===== src/rtl/result_uart_tx.sv =====
// Purpose: watch the machine's result byte, queue each new value, and send it as 8N1 UART frames on tx.
// Latency: a byte that changes before edge k is queued at edge k; tx falls after edge k+1 if the line was idle.
// Backpressure: none upstream; a changed byte arriving while the queue is full is dropped and flagged in overflow.
module result_uart_tx #(
    parameter int CLKS_PER_BIT = 434,
    parameter int FIFO_DEPTH   = 4
) (
    input  logic                          clk,
    input  logic                          reset,
    input  logic [7:0]                    data_in,
    output logic                          tx,
    output logic                          busy,
    output logic [$clog2(FIFO_DEPTH):0]   fifo_count,
    output logic                          overflow
);

    // Pointer, count and bit-timer widths.
    localparam int PW = $clog2(FIFO_DEPTH);
    localparam int CW = PW + 1;
    localparam int TW = $clog2(CLKS_PER_BIT);

    localparam logic [TW-1:0] TIMER_MAX = TW'(CLKS_PER_BIT - 1);
    localparam logic [CW-1:0] FULL_CNT  = CW'(FIFO_DEPTH);

    typedef enum logic [1:0] {
        IDLE  = 2'd0,
        START = 2'd1,
        DATA  = 2'd2,
        STOP  = 2'd3
    } state_t;

    // Change-detect registers.
    logic [7:0]    prev_q;
    logic          prev_valid_q;

    // Queue storage and bookkeeping.
    logic [7:0]    mem_q [FIFO_DEPTH];
    logic [PW-1:0] wr_ptr_q, wr_ptr_d;
    logic [PW-1:0] rd_ptr_q, rd_ptr_d;
    logic [CW-1:0] count_q, count_d;
    logic          overflow_q, overflow_d;

    // Serialiser state.
    state_t        state_q;
    logic [TW-1:0] timer_q;
    logic [2:0]    bit_cnt_q;
    logic [7:0]    shift_q;
    logic          tx_q;
    logic          busy_q;

    // Per-cycle handshake between change detect, queue and serialiser.
    logic          push_req;
    logic          fifo_full;
    logic          pop;
    logic          push_ok;
    logic          drop;
    logic [7:0]    head_dat;

    // Decide this edge's push/pop and the queue's next bookkeeping values.
    always_comb begin
        push_req   = !prev_valid_q || (data_in != prev_q);
        fifo_full  = (count_q == FULL_CNT);
        // The serialiser only pulls a byte while idle, and never from an empty queue.
        pop        = (state_q == IDLE) && (count_q != '0);
        // A pop in the same cycle frees the slot, so a full queue still accepts.
        push_ok    = push_req && (!fifo_full || pop);
        drop       = push_req && fifo_full && !pop;
        head_dat   = mem_q[rd_ptr_q];

        wr_ptr_d   = wr_ptr_q;
        rd_ptr_d   = rd_ptr_q;
        count_d    = count_q;
        overflow_d = overflow_q || drop;

        if (push_ok) begin
            wr_ptr_d = wr_ptr_q + 1'b1;
        end
        if (pop) begin
            rd_ptr_d = rd_ptr_q + 1'b1;
        end
        case ({push_ok, pop})
            2'b10:   count_d = count_q + 1'b1;
            2'b01:   count_d = count_q - 1'b1;
            default: count_d = count_q;
        endcase
    end

    // Remember the last sampled byte; every sample counts, dropped or not.
    always_ff @(posedge clk) begin
        if (reset) begin
            prev_q       <= 8'h00;
            prev_valid_q <= 1'b0;
        end else begin
            prev_q       <= data_in;
            prev_valid_q <= 1'b1;
        end
    end

    // Queue pointers, occupancy and the sticky drop flag.
    always_ff @(posedge clk) begin
        if (reset) begin
            wr_ptr_q   <= '0;
            rd_ptr_q   <= '0;
            count_q    <= '0;
            overflow_q <= 1'b0;
        end else begin
            wr_ptr_q   <= wr_ptr_d;
            rd_ptr_q   <= rd_ptr_d;
            count_q    <= count_d;
            overflow_q <= overflow_d;
        end
    end

    // Queue storage; contents need no reset because the pointers gate them.
    always_ff @(posedge clk) begin
        if (!reset && push_ok) begin
            mem_q[wr_ptr_q] <= data_in;
        end
    end

    // Frame serialiser: start bit, eight data bits LSB first, stop bit; tx and busy registered.
    always_ff @(posedge clk) begin
        if (reset) begin
            state_q   <= IDLE;
            timer_q   <= '0;
            bit_cnt_q <= 3'd0;
            shift_q   <= 8'h00;
            tx_q      <= 1'b1;
            busy_q    <= 1'b0;
        end else begin
            case (state_q)
                IDLE: begin
                    tx_q   <= 1'b1;
                    busy_q <= 1'b0;
                    if (pop) begin
                        shift_q   <= head_dat;
                        bit_cnt_q <= 3'd0;
                        timer_q   <= TIMER_MAX;
                        state_q   <= START;
                        tx_q      <= 1'b0;
                        busy_q    <= 1'b1;
                    end
                end
                START: begin
                    if (timer_q == '0) begin
                        timer_q <= TIMER_MAX;
                        state_q <= DATA;
                        tx_q    <= shift_q[0];
                    end else begin
                        timer_q <= timer_q - 1'b1;
                    end
                end
                DATA: begin
                    if (timer_q == '0) begin
                        timer_q <= TIMER_MAX;
                        if (bit_cnt_q == 3'd7) begin
                            state_q <= STOP;
                            tx_q    <= 1'b1;
                        end else begin
                            // Next bit is already sitting one position up.
                            shift_q   <= shift_q >> 1;
                            bit_cnt_q <= bit_cnt_q + 1'b1;
                            tx_q      <= shift_q[1];
                        end
                    end else begin
                        timer_q <= timer_q - 1'b1;
                    end
                end
                STOP: begin
                    if (timer_q == '0) begin
                        // One idle cycle always separates frames: the pop happens from IDLE.
                        timer_q <= TIMER_MAX;
                        state_q <= IDLE;
                        busy_q  <= 1'b0;
                        tx_q    <= 1'b1;
                    end else begin
                        timer_q <= timer_q - 1'b1;
                    end
                end
                default: begin
                    state_q <= IDLE;
                    tx_q    <= 1'b1;
                    busy_q  <= 1'b0;
                end
            endcase
        end
    end

    assign tx         = tx_q;
    assign busy       = busy_q;
    assign fifo_count = count_q;
    assign overflow   = overflow_q;

endmodule


===== config.mk =====
export PLATFORM = sky130hd
export DESIGN_NAME = result_uart_tx
export DESIGN_NICKNAME = d
export VERILOG_FILES = /design/src/rtl/result_uart_tx.sv
export SDC_FILE = /design/constraint.sdc
export NUM_CORES = 1
export LEC_CHECK = 0
export CELL_PAD_IN_SITES_DETAIL_PLACEMENT = 1
export CELL_PAD_IN_SITES_GLOBAL_PLACEMENT = 1
export CORE_MARGIN = 3
export CORE_UTILIZATION = 52
export DETAILED_ROUTE_END_ITERATION = 8
export PLACE_DENSITY = 0.84
export SLEW_MARGIN = 40
export SYNTH_ARGS = -nofsm -noshare
export SYNTH_HDL_FRONTEND = slang
export SYNTH_SLANG_ARGS = --single-unit
export TNS_END_PERCENT = 20

===== constraint.sdc =====
create_clock -name clk -period 6.5 [get_ports clk]
set_clock_uncertainty 0.2 [all_clocks]
set_input_delay 0.65 -clock clk [delete_from_list [all_inputs] [get_ports clk]]
set_output_delay 0.65 -clock clk [all_outputs]
set_load 0.02 [all_outputs]

==> flow_metrics.env, run 1 <==
export IMPL_yosys_warnings=0
export IMPL_ant_nets=0
export IMPL_antenna_found_initial=0
export IMPL_place_congestion=0.797
export IMPL_grt_pass1_wl_um=13100
export IMPL_hpwl_um=5280
export IMPL_seq_area_frac_synth_pct=53.5
export IMPL_grt_max_degree=35
export IMPL_synthArstFlopShare_pct=0
export IMPL_cts_tree="yes"
export IMPL_initial_core_util_pct=55.5
export IMPL_min_path_cells=2
export IMPL_hold_buffers=0
export IMPL_min_path_type="flop to flop"
export IMPL_io_buffers=15
export IMPL_wl_per_cell_um=20.8
export IMPL_cts_htree_levels=3
export IMPL_reg2reg_depth=10
export IMPL_drtIter0Drc=75
export IMPL_synth_distinct_cells=56
export IMPL_syn_inst=290
export IMPL_grt_overflow=0
export IMPL_max_freq_mhz=291
export IMPL_clk_latency_ns=0.35
export IMPL_cts_buffers=9
export IMPL_syn_area_um2=3400
export IMPL_syn_avg_cell_area_um2=11.7
export IMPL_p_leak_nw=1.34
export IMPL_ys_seq_elements=75
export IMPL_max_cap_violations=0
export IMPL_design_area_um2=3790
export IMPL_n_antenna_cell=0
export IMPL_cts_root_buf="clkbuf_8"
export IMPL_tightest_slew_ns=0.755
export IMPL_io_pins=16
export IMPL_fin_ws_ns=3.06
export IMPL_setup_violations=0
export IMPL_ir_drop_mv=0.217
export IMPL_cp_max_fo=16
export IMPL_crit_type="flop to flop"
export IMPL_fin_crit_sh_pct=52.9
export IMPL_finalSetupTns_ns=0
export IMPL_firstDrtPassIters=4
export IMPL_cp_end_kind="flop"
export IMPL_cts_sinks=75
export IMPL_vias=2310
export IMPL_place_ws_ns=2.91
export IMPL_area_delta_synth_final_pct=11.3
export IMPL_first_global_vias=2532
export IMPL_final_util_pct=61.8
export IMPL_final_nets=327
export IMPL_finalCriticalPeriod_ns=3.44
export IMPL_drv_slew=0
export IMPL_placed_cells=368
export IMPL_route_final_wire_length_um=7970
export IMPL_path_clk_slew_ns=0.08
export IMPL_finalHoldViolCount=0
export IMPL_rsz0062_at_grt="false"
export IMPL_die_y_um=86.9
export IMPL_clockBufferDepth=2
export IMPL_required_ns=6.57
export IMPL_grt_usage_pct=23.2
export IMPL_syn_num_nets=313
export IMPL_drive_gt1_share_pct=13.3
export IMPL_dieArea_um2=7550
export IMPL_worstPathArrival_ns=3.51
export IMPL_placed_area_um2=3590
export IMPL_row_count=28
export IMPL_crit_path_start_kind="flop"
export IMPL_final_cells=384
export IMPL_drc=0
export IMPL_die_w_um=86.9
export IMPL_synth_edff_count=32
export IMPL_max_slew_margin_rel_pct=49.6
export IMPL_synth_main_ff_cell="dfxtp_1"
export IMPL_cts_repair_resized=0
export IMPL_power_density_nw_per_um2=438
export IMPL_coreArea_um2=6130
export IMPL_cts_setup_buffers=0
export IMPL_viasPerCell=6.02
export IMPL_status="finished, final reports clean"
metal layers:
layer / share of wire, % / wire [um] / global-route usage, % / up-vias
met5: 0 / 0 / 0 / -
met4: 2.1 / 164 / 9.21 / 0
met3: 3.1 / 248 / 4.92 / 16
met2: 53 / 4250 / 41.5 / 43
met1: 41 / 3310 / 27.0 / 1161
li1: - / - / - / 1090
report_power, final:
part / internal [mW] / total, mW / switching (mW) / leakage, nW
Combinational: 0.255 / 0.598 / 0.343 / 0.598
Clock: 0.178 / 0.365 / 0.187 / 0.0889
Sequential: 0.597 / 0.697 / 0.100 / 0.649
Total: 1.03 / 1.66 / 0.630 / 1.34
per-stage QoR:
step                hold WS (ns)  total power, mW
finish                     0.248             1.66
global route               0.279             1.77
CTS                        0.249             1.67
detailed placement         0.237             1.30
global placement           0.230             1.25
floorplan                  0.220             1.12
synthesized netlist by cell type, types with 2 or more instances:
library cell | instances | area, um2
a21oi_1 | 24 | 120
a22oi_1 | 2 | 15.0
a31oi_1 | 3 | 18.8
and2_1 | 5 | 31.3
and2b_2 | 2 | 17.5
buf_4 | 3 | 22.5
clkbuf_1 | 8 | 30.0
dfxtp_1 | 43 | 861
edfxtp_1 | 32 | 961
ha_1 | 12 | 150
inv_1 | 21 | 78.8
mux2_2 | 7 | 78.8
mux2i_1 | 2 | 20.0
mux4_2 | 8 | 180
nand2_1 | 7 | 26.3
nand3_1 | 4 | 20.0
nand4_1 | 4 | 25.0
nand4b_1 | 2 | 17.5
nor2_1 | 17 | 63.8
nor2b_1 | 8 | 50.1
nor3_1 | 3 | 15.0
nor3b_1 | 3 | 22.5
nor4b_2 | 2 | 30.0
o21ai_0 | 11 | 55.1
o21ai_1 | 3 | 15.0
o31a_1 | 2 | 17.5
o31ai_1 | 9 | 67.6
o41ai_1 | 2 | 17.5
or3_1 | 3 | 18.8
or4b_1 | 2 | 20.0
xnor2_1 | 9 | 78.8
xor2_1 | 3 | 26.3
registers in the layout (all words and copies together), names as in the netlist, named ones only:
signal and count:
state_q 2, timer_q 9, wr_ptr_q 2, bit_cnt_q 3
busy 1, fifo_count 3, prev_q 8, tx 1
shift_q 8, prev_valid_q 1, overflow 1, rd_ptr_q 2
mem_q 32
worst max-delay path: stages, from the launching register on:
cell	delay, ns
dfxtp_1	0.40
inv_1	0.09
ha_1	0.41
nor4b_2	0.72
a31o_2	0.21
ha_1	0.18
inv_1	0.07
fa_1	0.39
xor2_1	0.17
or3_1	0.34
a21oi_1	0.19
cells in the final DEF, fill, tap and decap left out, types with 2 or more instances in the layout:
cell	netlist	routed
nor3b_1	3	3
o41ai_1	2	2
o31ai_1	9	9
and2b_2	2	2
nor4b_4	1	2
buf_4	3	2
or4b_1	2	2
mux2_2	7	7
dfxtp_1	43	43
or3_1	3	3
edfxtp_1	32	32
mux4_2	8	8
and2_1	5	5
xor2_1	3	3
nand4b_1	2	2
a31oi_1	3	3
nand3_1	4	4
a21oi_1	24	24
ha_1	12	12
nor3_1	3	3
o31a_1	2	2
clkinvlp_4	0	3
nor2_1	17	17
mux2i_1	2	2
o21ai_0	11	11
clkdlybuf4s50_1	0	15
clkbuf_8	1	9
nand2_1	7	7
o21ai_1	3	3
a22oi_1	2	2
nand4_1	4	4
nor2b_1	8	8
xnor2_1	9	9
inv_1	21	21
cells by family (layout without fill, tap and decap cells):
group	after synthesis	count (layout)	share of synthesized area, %
flops	75	75	53.5
simple gates	71	71	13.3
compound gates	67	67	12.4
buf+inv	35	54	4.56
mux	17	17	8.20
fa+ha+maj	13	13	5.00
xor+xnor	12	12	3.09
area by class of cell:
class	instances	area, um2
Tap cell	75	93.8
Clock inverter	6	66.3
Multi-Input combinational cell	180	1440
Fill cell	628	2340
Timing Repair Buffer	17	165
Inverter	21	78.8
Clock buffer	10	128
Sequential cell	75	1820
final timing paths:
kind,slack (ns),endpoint,startpoint
max,3.06,fifo_count[2],state_q[1]
min,0.25,shift_q[2],shift_q[2]
max reg2reg,3.06,fifo_count[2],state_q[1]
min reg2reg,0.25,shift_q[2],shift_q[2]
Note: power is estimated with default switching activity, not from simulation.
==> run 2: changes to the inputs <==
- CORE_UTILIZATION: 52 -> 44
- PLACE_DENSITY: 0.84 -> 0.76
- clock period: 6.5 -> 2.8 ns (I/O delays scaled with it)
==> flow_metrics.env, run 2 (same netlist as run 1, synthesis figures left out) <==
export IMPL_dieArea_um2=8830
export IMPL_tightest_slew_ns=0.560
export IMPL_cts_root_buf="clkbuf_8"
export IMPL_max_freq_mhz=374
export IMPL_drive_gt1_share_pct=18.8
export IMPL_drc=0
export IMPL_cp_max_fo=4
export IMPL_layout_common_cells="dfxtp_1, edfxtp_1, a21oi_1"
export IMPL_ant_nets=0
export IMPL_finalPower_mw=3.91
export IMPL_grt_usage_pct=18.3
export IMPL_clk_latency_ns=0.34
export IMPL_internal_power_mw=2.49
export IMPL_worstPathArrival_ns=2.75
export IMPL_final_cells=429
export IMPL_antenna_found_initial=0
export IMPL_grt_pass1_wl_um=12300
export IMPL_clockBufferDepth=2
export IMPL_power_density_nw_per_um2=970
export IMPL_cts_tree="yes"
export IMPL_cts_sinks=75
export IMPL_first_global_vias=2472
export IMPL_area_delta_synth_final_pct=18.5
export IMPL_grt_overflow=0
export IMPL_vias=2329
export IMPL_reg2reg_depth=10
export IMPL_crit_chain="inv_1 > ha_1 > nor4b_4 > a31o_2 > ha_1 > inv_1 > fa_1 > xor2_1 > or3_1 > a21oi_1"
export IMPL_hold_buffers=0
export IMPL_fin_crit_sh_pct=95.4
export IMPL_hpwl_um=5130
export IMPL_critPathTopFamily="adder cells"
export IMPL_final_nets=348
export IMPL_p_comb_share_pct=37.5
export IMPL_cts_setup_buffers=0
export IMPL_worst_path_stages=10
export IMPL_ir_drop_mv=0.310
export IMPL_wl_per_cell_um=16.9
export IMPL_firstDrtPassIters=5
export IMPL_path_clk_slew_ns=0.08
export IMPL_die_y_um=93.9
export IMPL_grt_max_degree=34
export IMPL_crit_path_start="state_q[0]"
export IMPL_crit_path_start_kind="flop"
export IMPL_placed_cells=413
export IMPL_io_buffers=15
export IMPL_initial_core_util_pct=46.2
export IMPL_n_antenna_cell=0
export IMPL_drv_slew=0
export IMPL_p_switching_mw=1.43
export IMPL_place_ws_ns=-0.144
export IMPL_cp_num_buf_inv=2
export IMPL_layout_commonest_cell="dfxtp_1"
export IMPL_io_pins=16
export IMPL_die_w_um=93.9
export IMPL_seq_power_share_pct=41.1
export IMPL_largest_register="mem_q"
export IMPL_timing_rr_start="state_q[0]"
export IMPL_largest_reg_flops=32
export IMPL_coreArea_um2=7370
export IMPL_fin_ws_ns=0.129
export IMPL_place_congestion=0.788
export IMPL_slowest_delay_ns=0.38
export IMPL_finalCriticalPeriod_ns=2.67
export IMPL_finalSetupTns_ns=0
export IMPL_rsz0062_at_grt="false"
export IMPL_status="finished, final reports clean"
export IMPL_p_sw_share_pct=36.5
export IMPL_crit_type="flop to flop"
export IMPL_p_leak_nw=1.46
export IMPL_row_count=31
export IMPL_crit_slowest_cell="dfxtp_1"
export IMPL_drtIter0Drc=87
export IMPL_pwr_share_clk_pct=21.4
export IMPL_cp_end_kind="flop"
export IMPL_required_ns=2.88
export IMPL_holdCritStartpoint="shift_q[3]"
export IMPL_min_path_cells=2
export IMPL_finalHoldViolCount=0
export IMPL_cts_htree_levels=3
export IMPL_route_final_wire_length_um=7250
export IMPL_max_slew_margin_rel_pct=62.6
export IMPL_cts_buffers=9
export IMPL_setup_violations=0
export IMPL_min_path_type="flop to flop"
export IMPL_viasPerCell=5.43
export IMPL_top_regs="mem_q: 32 flops, timer_q: 9 flops"
export IMPL_max_cap_violations=0
==> run 2: cell types whose count changed in the layout (fill, tap and decap cells not counted), sizes merged <==
cell,delta
clkbuf,-1
inv,+1
clkinv,+2
buf,+21
clkinvlp,-2
==> run 2: cell type report <==
type	instances	area (um2)
fill	781	3340
inverter	21	78.8
sequential	75	1820
clock buffer	9	124
timing repair buffer	38	373
clock inverter	7	76.3
multi-input combinational	180	1440
tap	99	124
==> run 2: worst register-to-register path, cell delays in order, from the launching register on <==
cell	delay [ns]
dfxtp_1	0.38
inv_1	0.08
ha_1	0.26
nor4b_4	0.32
a31o_2	0.18
ha_1	0.16
inv_1	0.05
fa_1	0.37
xor2_1	0.16
or3_1	0.31
a21oi_1	0.14
==> run 2: stage by stage <==
step | hold slack [ns] | area [um2] | util, %
6_report | 0.243 | 4030 | 54.7
5_1_grt | 0.271 | 4030 | 54.7
2_1_floorplan | 0.179 | 3400 | -
3_5_place_dp | 0.237 | 3820 | 51.9
3_3_place_gp | 0.228 | 3820 | 51.9
4_1_cts | 0.249 | 4020 | 54.6
==> run 2: power by group through the flow <==
stage,sequential [mW],combinational [mW],clock (mW)
finish,1.61,1.47,0.837
global route,1.65,1.65,0.908
CTS,1.61,1.48,0.859
detailed placement,1.63,1.47,0
global placement,1.61,1.42,0
floorplan,1.57,1.04,0
==> run 2: routing by layer <==
metal | GRT usage (%) | vias to the layer above | share of wire (%)
met5 | 0 | - | 0
met4 | 6.50 | 0 | 0.97
met3 | 4.25 | 4 | 2.8
met2 | 31.5 | 32 | 52
met1 | 22.3 | 1165 | 44
li1 | - | 1128 | -
==> run 2: path summary, 6_finish.rpt <==
| kind | slack (ns) | to |
|---|---|---|
| setup reg to reg | 0.13 | fifo_count[2] |
| hold / removal | 0.24 | shift_q[3] |
| hold reg to reg | 0.24 | shift_q[3] |
| setup / recovery | 0.13 | fifo_count[2] |
==> run 2: repair_timing <==
item                                    4_1_cts  5_1_grt
endpoints found under the hold margin         0        0
gates resized for setup                       0        1
endpoints found under the setup margin        0        1
